$ cat src/rtl/alu_wide_op_sequencer_if.sv
// Request/response bundle between the execute controller and the wide-op sequencer.
// The controller side takes the master modport, the sequencer the slave modport.
`ifndef ALU_WIDE_SEQ_DEFS
`define ALU_WIDE_SEQ_DEFS
`define CONST_ALU_INOUT_WIDTH     8
`define CONST_ALU_INOUT_MSB_POS   7
`define CONST_ALU_OPER_MSB_POS    3
`define CONST_PROC_FLAGS_MSB_POS  3
`define CONST_PROC_FLAG_C_POS     0
`define CONST_PROC_FLAG_Z_POS     1
`define ENUM_ALU_OPER_ADD         4'd0
`define ENUM_ALU_OPER_ADC         4'd1
`define ENUM_ALU_OPER_SUB         4'd2
`define ENUM_ALU_OPER_SBC         4'd3
`define ENUM_ALU_OPER_CMP         4'd4
`define ENUM_ALU_OPER_AND         4'd5
`define ENUM_ALU_OPER_ORR         4'd6
`define ENUM_ALU_OPER_XOR         4'd7
`define ENUM_ALU_OPER_LSL         4'd8
`define ENUM_ALU_OPER_LSR         4'd9
`define ENUM_ALU_OPER_ASR         4'd10
`define ENUM_ALU_OPER_ROL         4'd11
`define ENUM_ALU_OPER_ROR         4'd12
`endif

interface alu_wide_op_sequencer_if #(
    parameter int unsigned NUM_CHUNKS = 2,
    parameter int unsigned WIDE_WIDTH = NUM_CHUNKS * `CONST_ALU_INOUT_WIDTH
);
    logic                                 start;
    logic [`CONST_ALU_OPER_MSB_POS:0]     oper_in;
    logic [WIDE_WIDTH-1:0]                a_wide;
    logic [WIDE_WIDTH-1:0]                b_wide;
    logic [`CONST_PROC_FLAGS_MSB_POS:0]   flags_in;
    logic                                 busy;
    logic                                 done;
    logic                                 err;
    logic [WIDE_WIDTH-1:0]                result_wide;
    logic [`CONST_PROC_FLAGS_MSB_POS:0]   flags_out;

    modport master (
        output start, oper_in, a_wide, b_wide, flags_in,
        input  busy, done, err, result_wide, flags_out
    );

    modport slave (
        input  start, oper_in, a_wide, b_wide, flags_in,
        output busy, done, err, result_wide, flags_out
    );
endinterface

$ cat src/rtl/alu_wide_op_sequencer.sv
// Runs one multi-chunk ALU request through the chunk-width alu, LS chunk first,
// chaining carry between chunks and AND-accumulating the per-chunk Z flag.
`ifndef ALU_WIDE_SEQ_DEFS
`define ALU_WIDE_SEQ_DEFS
`define CONST_ALU_INOUT_WIDTH     8
`define CONST_ALU_INOUT_MSB_POS   7
`define CONST_ALU_OPER_MSB_POS    3
`define CONST_PROC_FLAGS_MSB_POS  3
`define CONST_PROC_FLAG_C_POS     0
`define CONST_PROC_FLAG_Z_POS     1
`define ENUM_ALU_OPER_ADD         4'd0
`define ENUM_ALU_OPER_ADC         4'd1
`define ENUM_ALU_OPER_SUB         4'd2
`define ENUM_ALU_OPER_SBC         4'd3
`define ENUM_ALU_OPER_CMP         4'd4
`define ENUM_ALU_OPER_AND         4'd5
`define ENUM_ALU_OPER_ORR         4'd6
`define ENUM_ALU_OPER_XOR         4'd7
`define ENUM_ALU_OPER_LSL         4'd8
`define ENUM_ALU_OPER_LSR         4'd9
`define ENUM_ALU_OPER_ASR         4'd10
`define ENUM_ALU_OPER_ROL         4'd11
`define ENUM_ALU_OPER_ROR         4'd12
`endif

module alu_wide_op_sequencer #(
    parameter int unsigned NUM_CHUNKS = 2,
    parameter int unsigned WIDE_WIDTH = NUM_CHUNKS * `CONST_ALU_INOUT_WIDTH
) (
    input  logic                                clk,
    input  logic                                reset,
    alu_wide_op_sequencer_if.slave              req,
    output logic [`CONST_ALU_OPER_MSB_POS:0]    alu_oper,
    output logic [`CONST_ALU_INOUT_MSB_POS:0]   alu_a,
    output logic [`CONST_ALU_INOUT_MSB_POS:0]   alu_b,
    output logic [`CONST_PROC_FLAGS_MSB_POS:0]  alu_flags,
    input  logic [`CONST_ALU_INOUT_MSB_POS:0]   alu_out,
    input  logic [`CONST_PROC_FLAGS_MSB_POS:0]  alu_flags_res
);
    localparam int unsigned W     = `CONST_ALU_INOUT_WIDTH;
    localparam int unsigned OperW = `CONST_ALU_OPER_MSB_POS + 1;
    localparam int unsigned FlagW = `CONST_PROC_FLAGS_MSB_POS + 1;
    localparam int unsigned IdxW  = (NUM_CHUNKS > 1) ? $clog2(NUM_CHUNKS) : 1;
    localparam int unsigned FC    = `CONST_PROC_FLAG_C_POS;
    localparam int unsigned FZ    = `CONST_PROC_FLAG_Z_POS;
    localparam logic [IdxW-1:0] LastIdx = IdxW'(NUM_CHUNKS - 1);

    typedef enum logic [1:0] {StIdle, StRun, StDone} state_e;

    state_e                state_q, state_d;
    logic [OperW-1:0]      oper_q, oper_d;
    logic [WIDE_WIDTH-1:0] a_q, a_d;
    logic [WIDE_WIDTH-1:0] b_q, b_d;
    logic [FlagW-1:0]      flags_q, flags_d;
    logic [IdxW-1:0]       idx_q, idx_d;
    logic                  carry_q, carry_d;
    logic                  z_acc_q, z_acc_d;
    logic [WIDE_WIDTH-1:0] shadow_q, shadow_d;
    logic [WIDE_WIDTH-1:0] result_q, result_d;
    logic [FlagW-1:0]      flags_out_q, flags_out_d;
    logic                  err_q, err_d;

    function automatic logic is_supported(input logic [OperW-1:0] op);
        case (op)
            `ENUM_ALU_OPER_ADD, `ENUM_ALU_OPER_ADC, `ENUM_ALU_OPER_SUB, `ENUM_ALU_OPER_SBC,
            `ENUM_ALU_OPER_CMP, `ENUM_ALU_OPER_AND, `ENUM_ALU_OPER_ORR,
            `ENUM_ALU_OPER_XOR: return 1'b1;
            default:            return 1'b0;
        endcase
    endfunction

    always_ff @(posedge clk or posedge reset) begin
        if (reset) begin
            state_q     <= StIdle;
            oper_q      <= '0;
            a_q         <= '0;
            b_q         <= '0;
            flags_q     <= '0;
            idx_q       <= '0;
            carry_q     <= 1'b0;
            z_acc_q     <= 1'b0;
            shadow_q    <= '0;
            result_q    <= '0;
            flags_out_q <= '0;
            err_q       <= 1'b0;
        end else begin
            state_q     <= state_d;
            oper_q      <= oper_d;
            a_q         <= a_d;
            b_q         <= b_d;
            flags_q     <= flags_d;
            idx_q       <= idx_d;
            carry_q     <= carry_d;
            z_acc_q     <= z_acc_d;
            shadow_q    <= shadow_d;
            result_q    <= result_d;
            flags_out_q <= flags_out_d;
            err_q       <= err_d;
        end
    end

    always_comb begin
        state_d     = state_q;
        oper_d      = oper_q;
        a_d         = a_q;
        b_d         = b_q;
        flags_d     = flags_q;
        idx_d       = idx_q;
        carry_d     = carry_q;
        z_acc_d     = z_acc_q;
        shadow_d    = shadow_q;
        result_d    = result_q;
        flags_out_d = flags_out_q;
        err_d       = err_q;

        unique case (state_q)
            StIdle, StDone: begin
                state_d = StIdle;
                if (req.start) begin
                    oper_d  = req.oper_in;
                    a_d     = req.a_wide;
                    b_d     = req.b_wide;
                    flags_d = req.flags_in;
                    if (is_supported(req.oper_in)) begin
                        state_d = StRun;
                        idx_d   = '0;
                        carry_d = req.flags_in[FC];
                        z_acc_d = 1'b1;
                        err_d   = 1'b0;
                    end else begin
                        // Unsupported: complete next cycle, result untouched, flags echoed.
                        state_d     = StDone;
                        err_d       = 1'b1;
                        flags_out_d = req.flags_in;
                    end
                end
            end
            StRun: begin
                shadow_d[idx_q*W +: W] = alu_out;
                carry_d = alu_flags_res[FC];
                z_acc_d = z_acc_q & alu_flags_res[FZ];
                if (idx_q == LastIdx) begin
                    state_d = StDone;
                    if (oper_q != `ENUM_ALU_OPER_CMP) begin
                        result_d = shadow_d;
                    end
                    flags_out_d     = flags_q;
                    flags_out_d[FC] = carry_d;
                    flags_out_d[FZ] = z_acc_d;
                end else begin
                    idx_d = idx_q + 1'b1;
                end
            end
            default: state_d = StIdle;
        endcase
    end

    always_comb begin
        alu_oper  = `ENUM_ALU_OPER_ADD;
        alu_a     = '0;
        alu_b     = '0;
        alu_flags = '0;
        if (state_q == StRun) begin
            alu_a         = a_q[idx_q*W +: W];
            alu_b         = b_q[idx_q*W +: W];
            alu_flags     = flags_q;
            alu_flags[FC] = carry_q;
            case (oper_q)
                `ENUM_ALU_OPER_ADD: alu_oper = (idx_q == '0) ? `ENUM_ALU_OPER_ADD
                                                              : `ENUM_ALU_OPER_ADC;
                `ENUM_ALU_OPER_SUB,
                `ENUM_ALU_OPER_CMP: alu_oper = (idx_q == '0) ? `ENUM_ALU_OPER_SUB
                                                              : `ENUM_ALU_OPER_SBC;
                default:            alu_oper = oper_q;
            endcase
        end
    end

    assign req.busy        = (state_q == StRun);
    assign req.done        = (state_q == StDone);
    assign req.err         = err_q;
    assign req.result_wide = result_q;
    assign req.flags_out   = flags_out_q;

endmodule

$ cat src/flat_wrapper.sv
// flat-port wrapper written by rule: the top's interface ports become plain ports
module alu_wide_op_sequencer_flat 
#(
    parameter int unsigned NUM_CHUNKS = 2,
    parameter int unsigned WIDE_WIDTH = NUM_CHUNKS * `CONST_ALU_INOUT_WIDTH
)
  (clk, reset, alu_oper, alu_a, alu_b, alu_flags, alu_out, alu_flags_res, req_start, req_oper_in, req_a_wide, req_b_wide, req_flags_in, req_busy, req_done, req_err, req_result_wide, req_flags_out);
  alu_wide_op_sequencer_if #(.NUM_CHUNKS(NUM_CHUNKS), .WIDE_WIDTH(WIDE_WIDTH)) req_i ();
  input  logic clk;
  input  logic reset;
  output logic [`CONST_ALU_OPER_MSB_POS:0] alu_oper;
  output logic [`CONST_ALU_INOUT_MSB_POS:0] alu_a;
  output logic [`CONST_ALU_INOUT_MSB_POS:0] alu_b;
  output logic [`CONST_PROC_FLAGS_MSB_POS:0] alu_flags;
  input  logic [`CONST_ALU_INOUT_MSB_POS:0] alu_out;
  input  logic [`CONST_PROC_FLAGS_MSB_POS:0] alu_flags_res;
  input wire logic [$bits(req_i.start)-1:0] req_start;
  input wire logic [$bits(req_i.oper_in)-1:0] req_oper_in;
  input wire logic [$bits(req_i.a_wide)-1:0] req_a_wide;
  input wire logic [$bits(req_i.b_wide)-1:0] req_b_wide;
  input wire logic [$bits(req_i.flags_in)-1:0] req_flags_in;
  output wire logic [$bits(req_i.busy)-1:0] req_busy;
  output wire logic [$bits(req_i.done)-1:0] req_done;
  output wire logic [$bits(req_i.err)-1:0] req_err;
  output wire logic [$bits(req_i.result_wide)-1:0] req_result_wide;
  output wire logic [$bits(req_i.flags_out)-1:0] req_flags_out;
  assign req_i.start = req_start;
  assign req_i.oper_in = req_oper_in;
  assign req_i.a_wide = req_a_wide;
  assign req_i.b_wide = req_b_wide;
  assign req_i.flags_in = req_flags_in;
  assign req_busy = req_i.busy;
  assign req_done = req_i.done;
  assign req_err = req_i.err;
  assign req_result_wide = req_i.result_wide;
  assign req_flags_out = req_i.flags_out;
  alu_wide_op_sequencer #(.NUM_CHUNKS(NUM_CHUNKS), .WIDE_WIDTH(WIDE_WIDTH)) u_core (.clk(clk), .reset(reset), .req(req_i), .alu_oper(alu_oper), .alu_a(alu_a), .alu_b(alu_b), .alu_flags(alu_flags), .alu_out(alu_out), .alu_flags_res(alu_flags_res));
endmodule
$ cat config.mk
export PLATFORM = sky130hd
export DESIGN_NAME = alu_wide_op_sequencer_flat
export DESIGN_NICKNAME = d
export VERILOG_FILES = /design/src/rtl/alu_wide_op_sequencer_if.sv /design/src/rtl/alu_wide_op_sequencer.sv /design/src/flat_wrapper.sv
export SDC_FILE = /design/constraint.sdc
export NUM_CORES = 1
export LEC_CHECK = 0
export ABC_AREA = 1
export BUFFER_PORTS_ARGS = -buffer_cell sky130_fd_sc_hd__buf_2
export CAP_MARGIN = 0
export CORE_UTILIZATION = 56
export DETAILED_ROUTE_END_ITERATION = 16
export HOLD_SLACK_MARGIN = 0.12
export PLACE_DENSITY = 0.85
export RECOVER_POWER = 100
export SYNTH_ARGS = -nofsm -noshare
export SYNTH_HDL_FRONTEND = slang
export SYNTH_SLANG_ARGS = --single-unit
$ cat constraint.sdc
create_clock -name clk -period 4.2 [get_ports clk]
set_input_delay 0.63 -clock clk [delete_from_list [all_inputs] [get_ports clk]]
set_output_delay 0.63 -clock clk [all_outputs]
set_load 0.01 [all_outputs]
==> results of run 1 <==
## worst paths after layout
kind                                            start                         end  slack [ps]
max                                 u_core.state_q[1]                    alu_b[6]         860
min                        u_core.req.result_wide[15]  u_core.req.result_wide[15]         470
max reg2reg                         u_core.state_q[1]  u_core.req.result_wide[11]        1450
min reg2reg                u_core.req.result_wide[15]  u_core.req.result_wide[15]         470
max in group asynchronous                       reset              u_core.b_q[15]        2180
min in group asynchronous                       reset   u_core.req.result_wide[5]         800
## Yosys cell counts
library cell  number  share of area, %
nor2_2             1              0.17
buf_4              2              0.42
buf_2             16               2.2
nor2_1             9              0.94
inv_1             18               1.9
o21ai_0           13               1.8
inv_2              1              0.10
a21oi_1           16               2.2
nand2_2            3              0.52
nor2_4             1              0.31
dfrtp_1           80                55
nand2_1          290                30
clkbuf_1           6              0.62
nand3_1           23               3.2
## area by class of cell
type	count	area, um2	share of cell area [%]
flip-flops and latches	80	2000	46.8
repair buffers	103	464	10.8
clock inverters	6	108	2.51
inverters	19	72.6	1.70
well taps	75	93.8	2.19
multi-input cells	356	1410	33.0
clock buffers	10	128	2.98
## per-layer routing
layer,GRT usage (%),share of wire (%),vias to the layer above
met2,45.3,50,126
met3,4.84,7.1,11
met1,32.9,42,1556
met4,10.7,1.3,0
met5,0,0,-
li1,-,-,1646
## registers in the layout, summed over array words and instances, names as in the netlist
| register | cells |
|---|---|
| u_core.state_q | 2 |
| u_core.req.flags_out | 4 |
| u_core.oper_q | 3 |
| u_core.shadow_q | 16 |
| u_core.idx_q | 1 |
| u_core.req.err | 1 |
| u_core.b_q | 16 |
| u_core.carry_q | 1 |
| u_core.a_q | 16 |
| u_core.req.result_wide | 16 |
| u_core.z_acc_q | 1 |
| u_core.flags_q | 3 |
## metrics by stage
stage / cells / power (mW) / area (um2) / hold slack (ps) / setup slack [ps]
CTS: 649 / 2.88 / 4350 / 424 / 1360
finish: 649 / 2.83 / 4280 / 471 / 863
global placement: 633 / 2.16 / 4120 / 448 / 1770
detailed placement: 633 / 2.21 / 4120 / 454 / 1750
floorplan: 479 / 1.89 / 3610 / 449 / 1520
global route: 649 / 3.05 / 4280 / 464 / 615
## logic make-up (layout without fill, tap and decap cells)
kind of cell	after synthesis	in the layout	share of synthesized area (%)
buffers and inverters	43	138	5.23
DFF	80	80	55.5
and+or+nand+nor	327	327	35.3
AOI/OAI and AO/OA	29	29	4.02
## tightest hold or removal path: stages (launching register included)
cell and delay (ps):
dfrtp_1 350, nand2_1 50, nand2_1 40
## power breakdown
| group | total, mW | internal [mW] | switching, mW |
|---|---|---|---|
| Combinational | 0.969 | 0.306 | 0.663 |
| Sequential | 1.20 | 1.05 | 0.151 |
| Clock | 0.667 | 0.393 | 0.274 |
==> impl_results.md, run 1 <==
- Arr. time, crit path: between 2000 and 3000 ps
- Worst-Skew Late Latency: about 350 ps
- Worst hold-check path type: flip-flop to flip-flop
- Peak supply drop: about 0.0004 V
- Worst path cell trace: inv_1, nand2_1, nor2_1, buf_4, nand2_1, o21ai_0, buf_2
- CP Launch Type: flip-flop
- Final period utilization: 79.5%
- CP most frequent cell: nand2_1
- Fmax: 300 MHz
- CTS Buffer Depth: 2
- Drt initial violations: approximately 320
- First-pass GRT wire length: roughly 13,000 um
- Final slew viol count: 49
- Die area: 6770 um2
- Initial core utilization: 59.6%
- Maxcap violations: 1
- # rows: 28
- Final Util: 70.6%
- RSZ-0062 raised after global routing: false
- Commonest non-fill, non-tap cell in the layout: nand2_1
- Setup violators final: 0
- IO buf count: between 90 and 100
- Drt wl/cell: between 10 and 15 um
- Routed Antenna Nets: 0
- Worst path bufs/invs: 3
- Die Ht: about 82 um
- Worst hold stages: 2
- CP Class: flip-flop to output pin
- Worst slew pin tran: between 2000 and 2500 ps
- Failing checks: max-capacitance violations, max-slew violations
- GPL Wtd Cong: approximately 0.76
- Status: finished, violations left
- Worst r2r path cells: 7
- Max-slew headroom: -37.0%
- Max stage delay on crit path: 800 ps
- Nets: between 600 and 700
- Synth warn: 0
- Post_cts resized: 0
- Detail Placement HPWL: 5480 um
- Post-Syn Area: roughly 3600 um2
- Commonest non-fill, non-tap cells in the layout: nand2_1 (292), dfrtp_1 (80), buf_2 (53)
- Overall Global Routing Usage: a little over a quarter
- #FFs+latches synth: 80
- Setup total negative slack: 0 ps
- Crit end category: output pin
- Via Count: roughly 3,300
- Slowest cell on crit path: nand2_1
- Post-Syn Nets: between 500 and 600
- Share of layout cells above drive strength 1: a little over an eighth
- Vias in the first global route: a little over 3,000
- Initial antenna violation count: 0
- Lkg Pwr: roughly 2.4 nW
- Area grow syn2layout: 18.5%
- Inserted Diodes: 0
- Via density: 5.14
- Post-synthesis sequential area ratio: 55.5%
- Post-route minimum period: 3340 ps
- Final-report hold violation count: 0
- CTS Hold Bufs: 0
- Final Skew: around 8.8 ps
- Post-synthesis cell type count: 14
- Crit. path cell count: 7
- Crit-path max FO: 42
- Worst-path clk slew: around 80 ps
- Root cell of the clock tree: clkbuf_8
- Remaining DRCs: 0
- CTS tree: built
- Total grt overflow: 0
- Pwr Density: 662 nW/um2
- Largest net degree at the start of global routing: 49
- Post-CTS setup buffer count: 0
- DRT Wirelength: about 8400 um
- TritonCTS sink count: 80
- CP delay by family, top: simple AND/OR/NAND/NOR gates
- Synthesized area per cell: 7.54 um2
- Total CTS buffers: 9
- Fillers: roughly 530
- Drt pass-1 iters: 4
- H-tree depth: 3
- CP Data Required Time: 3570 ps
- Top-level I/O count: ~100
- Die span in x: a little over 80 um
- Core Box Area: a little over 6000 um2
- Cells after Synth: 479
Power figures use the tool's default switching activity.
==> inputs of run 2 (changes only) <==
CORE_UTILIZATION = 47   (was 56)
PLACE_DENSITY = 0.76   (was 0.85)
clock period = 2.8 ns   (was 4.2 ns; I/O delays follow)
==> run 2 against run 1 <==
Against the previous run:
- the run still ends with max-capacitance violations, max-slew violations left
- routed wire length grew 4.7%
- sequential power grew 50%
- via count shrank 2.3%
- utilization shrank 12 points
- clock skew grew 0.72 ps
- largest cell class unchanged
- highest routed layer unchanged
==> impl_results.md, run 2 (synthesis gave the netlist of run 1 again) <==
- Failing checks: max-capacitance violations, max-slew violations (unchanged)
- Pwr Density: 976 nW/um2 (was 662 nW/um2)
- CTS tree: built (unchanged)
- Crit path from: u_core.idx_q (was u_core.state_q[1])
- Share of layout cells above drive strength 1: 13.7% (was 13.1%)
- Largest net degree at the start of global routing: 43 (was 49)
- Setup violators final: 0 (unchanged)
- Total grt overflow: 0 (unchanged)
- Remaining DRCs: 0 (unchanged)
- Met2 Use GR: 40.2% (was 45.3%)
- Met3 Use GR: 4.94% (was 4.84%)
- First-pass GRT wire length: 14,100 um (was 13,300 um)
- Status: finished, violations left (unchanged)
- Final slew viol count: 43 (was 49)
- Worst r2r src: u_core.idx_q (was u_core.state_q[1])
- Worst hold stages: 3 (was 2)
- Commonest non-fill, non-tap cell in the layout: nand2_1 (unchanged)
- Via Count: 3,263 (was 3,339)
- Post_cts resized: 0 (unchanged)
- Drt pass-1 iters: 4 (unchanged)
- Drt wl/cell: 12.9 um (about the same)
- Max-slew headroom: -21.7% (was -37.0%)
- Maxcap violations: 1 (unchanged)
- TritonCTS sink count: 80 (unchanged)
- Crit end category: output pin (unchanged)
- Die span in x: 89.6 um (was 82.3 um)
- Vias in the first global route: 3,194 (was 3,033)
- Routed Antenna Nets: 0 (unchanged)
- Drt initial violations: 190 (was 321)
- Final period utilization: around 85%
- Worst slew pin tran: 1820 ps (was 2040 ps)
- Peak supply drop: 0.000379 V (was 0.000401 V)
- R2R Path End: u_core.req.result_wide[14] (was u_core.req.result_wide[11])
- Die area: 8030 um2 (was 6770 um2)
- Total CTS buffers: 9 (unchanged)
- CTS Buffer Depth: 2 (unchanged)
- CTS Hold Bufs: 0 (unchanged)
- Worst-path clk slew: 80 ps (about the same)
- Commonest non-fill, non-tap cells in the layout: nand2_1 (291), dfrtp_1 (80), buf_2 (52) (was nand2_1 (292), dfrtp_1 (80), buf_2 (53))
- CP Launch Type: flip-flop (unchanged)
- Root cell of the clock tree: clkbuf_8 (unchanged)
- CP Class: flip-flop to output pin (unchanged)
- Hold EP: u_core.a_q[2] (was u_core.req.result_wide[15])
- Lkg Pwr: 2.40 nW (was 2.39 nW)
- Inserted Diodes: 0 (unchanged)
- Overall Global Routing Usage: 23.5% (was 26.4%)
- Area grow syn2layout: 20.0% (was 18.5%)
- Worst hold-check path type: primary input to flip-flop (was flip-flop to flip-flop)
- Via density: 4.82 (was 5.14)
- Most used routing layer: met2 (unchanged)
- Hold Startpoint: req_a_wide[2] (was u_core.req.result_wide[15])
- Detail Placement HPWL: 5970 um (was 5480 um)
- H-tree depth: 3 (unchanged)
- IO buf count: 99 (unchanged)
- DRT Wirelength: 8760 um (was 8360 um)
- RSZ-0062 raised after global routing: false (unchanged)
- Tot Pwr: 4.23 mW (was 2.83 mW)
- Fmax: between 400 and 500 MHz
- CP Data Required Time: 2380 ps (was 3570 ps)
- Initial core utilization: 49.2% (was 59.6%)
- Crit-path max FO: 18 (was 42)
- GPL Wtd Cong: 0.818 (was 0.760)
- Post-CTS setup buffer count: 0 (unchanged)
- R2R Setup Slk: 650 ps (was 1450 ps)
- Worst r2r path cells: 7 (unchanged)
- Top-level I/O count: 102 (unchanged)
- Post-route minimum period: 2380 ps
- Worst-Skew Late Latency: 350 ps (about the same)
- Final-report hold violation count: 0 (unchanged)
- Initial antenna violation count: 0 (unchanged)
- Setup total negative slack: 0 ps (unchanged)
- Final Skew: 9.56 ps (was 8.84 ps)
- Arr. time, crit path: 1960 ps (was 2710 ps)
- Nets: 629 (was 624)
- Die Ht: 89.6 um (was 82.3 um)
- Core Box Area: 7330 um2 (was 6060 um2)
- # rows: 31 (was 28)
- GR Layer Usage met1: 28.9% (was 32.9%)
run 2: metrics by stage:
step	setup slack [ps]	hold slack, ps	instances	util [%]	instance area, um2
3_5_place_dp	950	460	662	57.1	4180
3_3_place_gp	953	448	662	57.1	4180
5_1_grt	296	263	677	59.1	4330
6_report	418	257	677	59.1	4330
4_1_cts	562	178	677	60.1	4400
2_1_floorplan	328	449	479	-	3610
run 2: cell type report:
type,instances,area [um2]
fillers,713,3000
multi-input cells,356,1420
well taps,99,124
clock buffers,12,155
repair buffers,108,495
inverters,19,72.6
clock inverters,3,65.1
flip-flops and latches,80,2000
run 2: how the worst max path moves through the flow:
stage,to,depth (start not counted)
after global placement,alu_b[7],6
after floorplan,u_core.a_q[0],1
final,alu_b[7],6
after detailed placement,alu_b[7],6
after CTS,alu_b[7],6
after global routing,alu_b[7],6
run 2: power breakdown:
part / internal (mW) / switching, mW
Sequential: 1.57 / 0.228
Clock: 0.545 / 0.408
Combinational: 0.473 / 1.00
run 2: metal layers:
metal	vias up	wire [um]
li1	1644	-
met1	1504	3800
met2	107	4300
met3	8	563
met4	0	94
met5	-	0
run 2: critical path, stage by stage (launching register included):
cell and delay (ps):
dfrtp_1 380, inv_1 440, buf_4 320, nor2_2 110, nand2_1 80, o21ai_0 120
clkbuf_1 160
==> inputs of run 3 (changes only) <==
CTS_BUF_LIST = sky130_fd_sc_hd__clkbuf_8 sky130_fd_sc_hd__clkbuf_16   (was unset)
==> run 3 against run 2 <==
Against the previous run:
- the run still ends with max-capacitance violations, max-slew violations left
- die area is the same
- largest power group unchanged
- sequential share of layout area is the same
- non-clock buffer count is the same
- sequential cell count is the same
- final area is the same
- critical endpoint unchanged
- clock-buffer cell count shrank 1
- worst setup slack gained 11 ps
==> impl_results.md, run 3 (synthesis gave the netlist of run 1 again) <==
- Non-filler instance count after layout: 677 (unchanged)
- WHS: 261 ps (was 257 ps)
- CTS Hold Bufs: 0 (unchanged)
- Die Ht: 89.6 um (unchanged)
- Remaining DRCs: 0 (unchanged)
- Area grow syn2layout: 20.0% (unchanged)
- Post_cts resized: 0 (unchanged)
- Maxcap violations: 1 (unchanged)
- Die area: 8030 um2 (unchanged)
- Inserted Diodes: 0 (unchanged)
- Worst hold-check path type: primary input to flip-flop (unchanged)
- Via Count: 3,271 (was 3,263)
- Tot Pwr: 4.22 mW (was 4.23 mW)
- TritonCTS sink count: 80 (unchanged)
- Peak supply drop: 0.000378 V (was 0.000379 V)
- CP Class: flip-flop to output pin (unchanged)
- Core Box Area: 7330 um2 (unchanged)
- Failing checks: max-capacitance violations, max-slew violations (unchanged)
- Status: finished, violations left (unchanged)
- Fmax: 422 MHz (was 420 MHz)
- Area after DPL: 4180 um2 (unchanged)
- Worst-Skew Late Latency: 350 ps (about the same)
- Die span in x: 89.6 um (unchanged)
- Worst slew pin tran: 1810 ps (was 1820 ps)
- Root cell of the clock tree: clkbuf_8 (unchanged)
- Nets: 629 (unchanged)
- Routed Antenna Nets: 0 (unchanged)
- Worst-path clk slew: 80 ps (about the same)
- CP Launch Type: flip-flop (unchanged)
- Overall Global Routing Usage: 23.5% (unchanged)
- Commonest non-fill, non-tap cell in the layout: nand2_1 (unchanged)
- Commonest non-fill, non-tap cells in the layout: nand2_1 (291), dfrtp_1 (80), buf_2 (52) (unchanged)
- Total CTS buffers: 9 (unchanged)
- Final-report hold violation count: 0 (unchanged)
- Drt wl/cell: 12.9 um (about the same)
- Initial core utilization: 49.2% (unchanged)
- Placed cell count: 662 (unchanged)
- Post-CTS setup buffer count: 0 (unchanged)
- First-pass GRT wire length: 14,100 um (unchanged)
- Crit end category: output pin (unchanged)
- Crit path from: u_core.idx_q (unchanged)
- Hold Startpoint: req_a_wide[2] (unchanged)
- Detail Placement HPWL: 5970 um (unchanged)
- Post-route minimum period: 2370 ps (was 2380 ps)
- CP Data Required Time: 2380 ps (about the same)
- Total grt overflow: 0 (unchanged)
- Initial antenna violation count: 0 (unchanged)
- Largest net degree at the start of global routing: 43 (unchanged)
- Share of layout cells above drive strength 1: 13.7% (unchanged)
- Setup total negative slack: 0 ps (unchanged)
- Final Skew: 9.89 ps (was 9.56 ps)
- Final slew viol count: 43 (unchanged)
- Arr. time, crit path: 1950 ps (was 1960 ps)
- GPL Wtd Cong: 0.818 (unchanged)
- Max-slew headroom: -21.7% (about the same)
- H-tree depth: 3 (unchanged)
- Post-route cell area: 4330 um2 (unchanged)
- Final period utilization: 84.7% (was 85.1%)
- CTS Buffer Depth: 2 (unchanged)
- Setup violators final: 0 (unchanged)
- Via density: 4.83 (was 4.82)
- RSZ-0062 raised after global routing: false (unchanged)
- Lkg Pwr: 2.41 nW (was 2.40 nW)
- Drt pass-1 iters: 5 (was 4)
- Vias in the first global route: 3,186 (was 3,194)
- Pwr Density: 975 nW/um2 (was 976 nW/um2)
- Drt initial violations: 211 (was 190)
- Worst r2r src: u_core.idx_q (unchanged)
- Top-level I/O count: 102 (unchanged)
- # rows: 31 (unchanged)
- IO buf count: 99 (unchanged)
- Crit-path max FO: 18 (unchanged)
- CTS tree: built (unchanged)
- DRT Wirelength: 8750 um (was 8760 um)
run 3: final timing paths:
kind	end	slack (ps)	cells after the start
setup / recovery	alu_b[7]	430	6
hold / removal	u_core.a_q[2]	260	3
setup reg to reg	u_core.req.result_wide[14]	660	7
hold reg to reg	u_core.req.result_wide[8]	480	2
max in group asynchronous	u_core.a_q[0]	760	3
min in group asynchronous	u_core.req.result_wide[3]	520	2
run 3: where the power goes:
group / total (mW) / internal [mW] / switching [mW]
sequential: 1.80 / 1.57 / 0.228
clock: 0.947 / 0.542 / 0.405
combinational: 1.48 / 0.473 / 1.00
run 3: layer usage:
| layer | vias to the layer above | global-route usage (%) | share of wire, % |
|---|---|---|---|
| li1 | 1645 | - | - |
| met1 | 1517 | 28.9 | 44 |
| met2 | 99 | 40.3 | 49 |
| met3 | 10 | 4.94 | 5.8 |
| met4 | 0 | 9.52 | 1.3 |
| met5 | - | 0 | 0 |
run 3: critical path, cell delays in order (launching register included):
cell and delay, ps:
dfrtp_1 380, inv_1 440, buf_4 320, nor2_2 110, nand2_1 80, o21ai_0 110
clkbuf_1 160
run 3: cell type report:
type                            instances  area (um2)
Clock buffer                           11         151
Clock inverter                          4        68.8
Fill cell                             713        3000
Inverter                               19        72.6
Multi-Input combinational cell        356        1420
Sequential cell                        80        2000
Tap cell                               99         124
Timing Repair Buffer                  108         495
run 3: through the flow:
step | utilization [%] | setup slack, ps
detailed placement | 57.1 | 950
global placement | 57.1 | 953
CTS | 60.1 | 562
floorplan | - | 328
global route | 59.1 | 296
finish | 59.1 | 429
